`src/rtl/gps_pkg.sv`:
```
// Shared widths and carrier replica tables for the GPS tracking blocks.
// Table bit n holds the value for octant n.
package gps_pkg;

  localparam int unsigned NCO_W  = 30;
  localparam int unsigned CYC_W  = 20;
  localparam int unsigned FRAC_W = 10;

  // sign=1 means positive; mag=1 means amplitude 2, mag=0 means amplitude 1
  localparam logic [7:0] I_SIGN_LUT = 8'b1100_0011;
  localparam logic [7:0] I_MAG_LUT  = 8'b1001_1001;
  localparam logic [7:0] Q_SIGN_LUT = 8'b0000_1111;
  localparam logic [7:0] Q_MAG_LUT  = 8'b0110_0110;

endpackage

```
`src/rtl/carrier_lut.sv`:
```
// Octant to I/Q sign/magnitude lookup for the carrier replica.
module carrier_lut
  import gps_pkg::*;
(
  input  logic [2:0] octant,
  output logic       i_sign,
  output logic       i_mag,
  output logic       q_sign,
  output logic       q_mag
);

  always_comb begin
    i_sign = I_SIGN_LUT[octant];
    i_mag  = I_MAG_LUT[octant];
    q_sign = Q_SIGN_LUT[octant];
    q_mag  = Q_MAG_LUT[octant];
  end

endmodule

```
`src/rtl/carrier_nco.sv`:
```
// Carrier NCO: phase accumulator with tic-aligned frequency updates and
// whole-cycle / fractional-phase measurement latched on each tic.
module carrier_nco
  import gps_pkg::*;
(
  input  logic              clk,
  input  logic              rst,
  input  logic              sample_en,
  input  logic [NCO_W-1:0]  freq_word,
  input  logic              freq_wr,
  input  logic              tic,
  output logic              i_sign,
  output logic              i_mag,
  output logic              q_sign,
  output logic              q_mag,
  output logic [CYC_W-1:0]  cycle_count,
  output logic [FRAC_W-1:0] phase_frac,
  output logic              meas_valid
);

  localparam logic [CYC_W-1:0] CycOne = CYC_W'(1);

  logic [NCO_W-1:0]  acc_q, acc_d;
  logic [NCO_W-1:0]  active_incr_q, active_incr_d;
  logic [NCO_W-1:0]  pending_incr_q, pending_incr_d;
  logic [CYC_W-1:0]  cyc_cnt_q, cyc_cnt_d;
  logic [CYC_W-1:0]  cycle_count_q, cycle_count_d;
  logic [FRAC_W-1:0] phase_frac_q, phase_frac_d;
  logic              meas_valid_q;
  logic [NCO_W:0]    sum;
  logic              wrap;

  always_comb begin
    sum            = {1'b0, acc_q} + {1'b0, active_incr_q};
    wrap           = sample_en & sum[NCO_W];
    acc_d          = sample_en ? sum[NCO_W-1:0] : acc_q;
    pending_incr_d = freq_wr ? freq_word : pending_incr_q;
    active_incr_d  = active_incr_q;
    cyc_cnt_d      = wrap ? cyc_cnt_q + CycOne : cyc_cnt_q;
    cycle_count_d  = cycle_count_q;
    phase_frac_d   = phase_frac_q;
    if (tic) begin
      // A write in the tic cycle bypasses the pending register
      active_incr_d = freq_wr ? freq_word : pending_incr_q;
      cycle_count_d = cyc_cnt_q;
      phase_frac_d  = acc_q[NCO_W-1 -: FRAC_W];
      // The wrap in the tic cycle belongs to the new interval
      cyc_cnt_d     = wrap ? CycOne : '0;
    end
  end

  always_ff @(posedge clk) begin
    if (rst) begin
      acc_q          <= '0;
      active_incr_q  <= '0;
      pending_incr_q <= '0;
      cyc_cnt_q      <= '0;
      cycle_count_q  <= '0;
      phase_frac_q   <= '0;
      meas_valid_q   <= 1'b0;
    end else begin
      acc_q          <= acc_d;
      active_incr_q  <= active_incr_d;
      pending_incr_q <= pending_incr_d;
      cyc_cnt_q      <= cyc_cnt_d;
      cycle_count_q  <= cycle_count_d;
      phase_frac_q   <= phase_frac_d;
      meas_valid_q   <= tic;
    end
  end

  assign cycle_count = cycle_count_q;
  assign phase_frac  = phase_frac_q;
  assign meas_valid  = meas_valid_q;

  carrier_lut u_lut (
    .octant (acc_q[NCO_W-1 -: 3]),
    .i_sign (i_sign),
    .i_mag  (i_mag),
    .q_sign (q_sign),
    .q_mag  (q_mag)
  );

endmodule
```
`config.mk`:
```
export PLATFORM = sky130hd
export DESIGN_NAME = carrier_nco
export DESIGN_NICKNAME = d
export VERILOG_FILES = /design/src/rtl/gps_pkg.sv /design/src/rtl/carrier_lut.sv /design/src/rtl/carrier_nco.sv
export SDC_FILE = /design/constraint.sdc
export NUM_CORES = 1
export LEC_CHECK = 0
export CORE_MARGIN = 2
export CORE_UTILIZATION = 57
export CTS_CLUSTER_DIAMETER = 50
export DETAILED_ROUTE_END_ITERATION = 10
export GPL_ROUTABILITY_DRIVEN = 1
export GPL_TIMING_DRIVEN = 0
export PLACE_DENSITY = 0.87
export SKIP_LAST_GASP = 1
export SYNTH_ARGS = -nofsm -noshare
export SYNTH_HDL_FRONTEND = slang
export SYNTH_SLANG_ARGS = --single-unit
```
`constraint.sdc`:
```
create_clock -name clk -period 3.68 [get_ports clk]
set_clock_uncertainty 0.05 [all_clocks]
set_input_delay 0.368 -clock clk [delete_from_list [all_inputs] [get_ports clk]]
set_output_delay 0.368 -clock clk [all_outputs]
set_load 0.02 [all_outputs]
```
==> flow_summary.ini <==
[critical_path]
crit_path_end_kind = register
required_ns = 3.99
slowest_delay_ns = 0.51
critPathMaxFanout = 8
path_class = reg2reg
cp_cell_sequence = ha_2, inv_1, fa_2, and2b_2, o2111ai_4, a2111o_1, a2111oi_4, o21ai_4, and2_4, buf_6, or4_1, a21oi_1
worst_setup_path_start_kind = register
arrival_ns = 3.82
slowest_stage = a2111o_1

[placed_design]
routabilityCongestion = 0.919
pre_cts_ws_ns = 0.0293
port-buffer-count = 65
hpwl_mm = 11.0

[grt]
grt_start_max_net_pins = 17
gr-max-usage-layer = met2
grt_pass1_vias = 5515
track_usage_pct = 25.1
use_met1_pct = 31.8
met3_usage_pct = 6.16
overflow = 0
grt_use_met2_pct = 41.0
grt_first_pass_wirelength_mm = 26.0
antenna_found_initial = 0

[logic_synthesis]
yosysMostFrequentCell = dfxtp_1
synthDominantCellAreaShare_pct = 42.2
synth_top_family_by_area = compound AO/OA/AOI/OAI gates
synth_commonest_cells = dfxtp_1 (145), nor2_1 (142), mux2i_1 (84)
synth-simple-area-share_pct = 15.9
syn-cell-area_um2 = 6880
yosysTopAreaCell = dfxtp_1
synth_area_per_cell_um2 = 9.05
synth_seq_cells = 145
yosysSeqAreaShare_pct = 42.2
synthMuxAreaShare_pct = 12.2
syn_inst = 760
netlist_top_cells_area = dfxtp_1 (42%), mux2i_1 (12%), nor2_1 (7.7%), ha_1 (5.6%), a211oi_1 (4.7%)
synthAdderAreaFrac_pct = 5.93
yosysUniqueCellTypes = 63
synth-xor-area-share_pct = 4.20
synth_edf_count = 0
synthArstFlopShare_pct = 0
synth_compound_gate_area_share_pct = 15.9
synth_ff_type = dfxtp_1
synth_nets = 827
yosys_warnings = 0

[sta]
max_freq_mhz = 285
finalSetupViolations = 0
hold_viol = 0
worst_pin_slew_ns = 0.895
fin_ws_ns = 0.177
rsz0062_at_grt = false
maxSlewHeadroom_pct = 39.9
slew_violations = 0
tns_ns = 0
fin_crit_ns = 3.50
fin_crit_sh_pct = 95.2

[detailed_routing]
drc = 0
num_vias = 5814
ant_nets = 0
vias_per_cell = 5.77
drt_first_iter_violations = 385
wl_mm = 15.7
routedWlPerCell_um = 15.6
dr.pass1.iters = 5

[clock_tree]
cts_made_buffers = 17
numClockSinks = 145
path_clk_slew_ns = 0.06
cts-root-buf = clkbuf_16
cts_tree = built
cts_max_level = 4
clk_path_buf_depth = 2
clock_latency_ns = 0.43

[final_layout]
area_growth_pct = 21.9
fin_util_pct = 70.4
final_nets = 914
diodes = 0
drive_gt1_share_pct = 5.93

[power_and_ir_drop]
fin_total_pwr_mw = 4.00
power_per_cell_area_nw_per_um2 = 477
p_leak_nw = 3.50
ir_worst_vdd_uv = 519

[die]
io-pin-count = 70
die_x_um = 114
dieArea_um2 = 13000
num_rows = 40
initial_utilization_pct = 57.8
fp.dieH_um = 114
core_area_um2 = 11900

[outcome]
status = finished clean

[min_path]
hold_path.class = in2reg

[job]
maxCapViolations = 0
-- layout by cell type, fill, tap and decap left out, drive strengths merged, types with 4 or more instances in the layout --
cell type      Yosys  layout
o21ai             17      17
or3                9       9
a31oi              4       4
o22ai              4       4
nor2b              5       5
mux2i             84      84
bufinv             0       4
and3               6       6
clkdlybuf4s50      0      65
inv               17      17
clkinv             1       7
nand2             39      39
a211oi            43      43
buf                9      12
xnor2             21      21
a21oi             37      37
xor2              12      12
nand4             11      11
a2111oi            7       7
nor2             142     142
nand3             10      10
clkbuf            37      58
ha                31      31
or2                4       4
a21o              12      12
dfxtp            145     145
-- sequential cells by signal, indices dropped and copies added, names as in the netlist --
signal / flops
acc_q: 30
active_incr_q: 30
cyc_cnt_q: 20
cycle_count: 20
i_mag: 1
i_sign: 1
meas_valid: 1
pending_incr_q: 30
phase_frac: 10
q_mag: 1
q_sign: 1
-- per-layer routing --
metal | share of wire, % | up-vias | routed length (um)
li1 | - | 2871 | -
met1 | 44 | 2733 | 6990
met2 | 48 | 178 | 7560
met3 | 5.5 | 32 | 858
met4 | 2.1 | 0 | 330
met5 | 0 | - | 0
-- per-stage QoR --
stage / std cells / cell area [um^2] / hold WS, ns
final: 1007 / 8380 / 0.391
after global routing: 1007 / 8380 / 0.432
after global placement: 972 / 7710 / 0.421
after CTS: 1004 / 8330 / 0.377
after detailed placement: 972 / 7710 / 0.428
after floorplan: 760 / 6880 / 0.395
-- path summary, 6_finish.rpt --
kind           startpoint            end  slack [ns]  cells past startpoint
min reg2reg  cyc_cnt_q[7]   cyc_cnt_q[7]        0.43                      2
max reg2reg      acc_q[0]  cyc_cnt_q[19]        0.18                     12
min                   tic   cyc_cnt_q[7]        0.39                      3
max              acc_q[0]  cyc_cnt_q[19]        0.18                     12
-- cell type report --
| type | instances | area, um^2 |
|---|---|---|
| inverters | 18 | 67.6 |
| clock inverters | 11 | 161 |
| flip-flops and latches | 145 | 2900 |
| multi-input cells | 551 | 3760 |
| repair buffers | 68 | 673 |
| fillers | 902 | 3530 |
| well taps | 147 | 184 |
| clock buffers | 21 | 450 |
| plain buffers | 46 | 183 |
-- critical path: cells and delay by family (launching register included) --
family,cells,cell delay (ns)
compound gates,5,1.43
buf+inv,2,0.17
simple gates,3,0.93
fa+ha+maj,2,0.52
flops,1,0.33
-- repair_timing --
action,in CTS,in global routing
hold buffers,0,0
endpoints found under the setup margin,0,15
gates resized for setup,0,8
setup buffers,0,3
-- cell families after synthesis --
logic type	after synthesis
AND/OR/NAND/NOR	246
AO/OA/AOI/OAI	156
flip-flops	145
multiplexers	84
buffers and inverters	64
XOR/XNOR	33
adder cells (fa/ha/maj)	32
-- power by group --
part / leakage, nW / total (mW) / switching [mW] / internal, mW
clock: 0.301 / 1.79 / 0.647 / 1.15
sequential: 1.19 / 1.70 / 0.0445 / 1.65
combinational: 2.01 / 0.510 / 0.294 / 0.216
total: 3.50 / 4.00 / 0.985 / 3.01
Power figures use the tool's default switching activity.
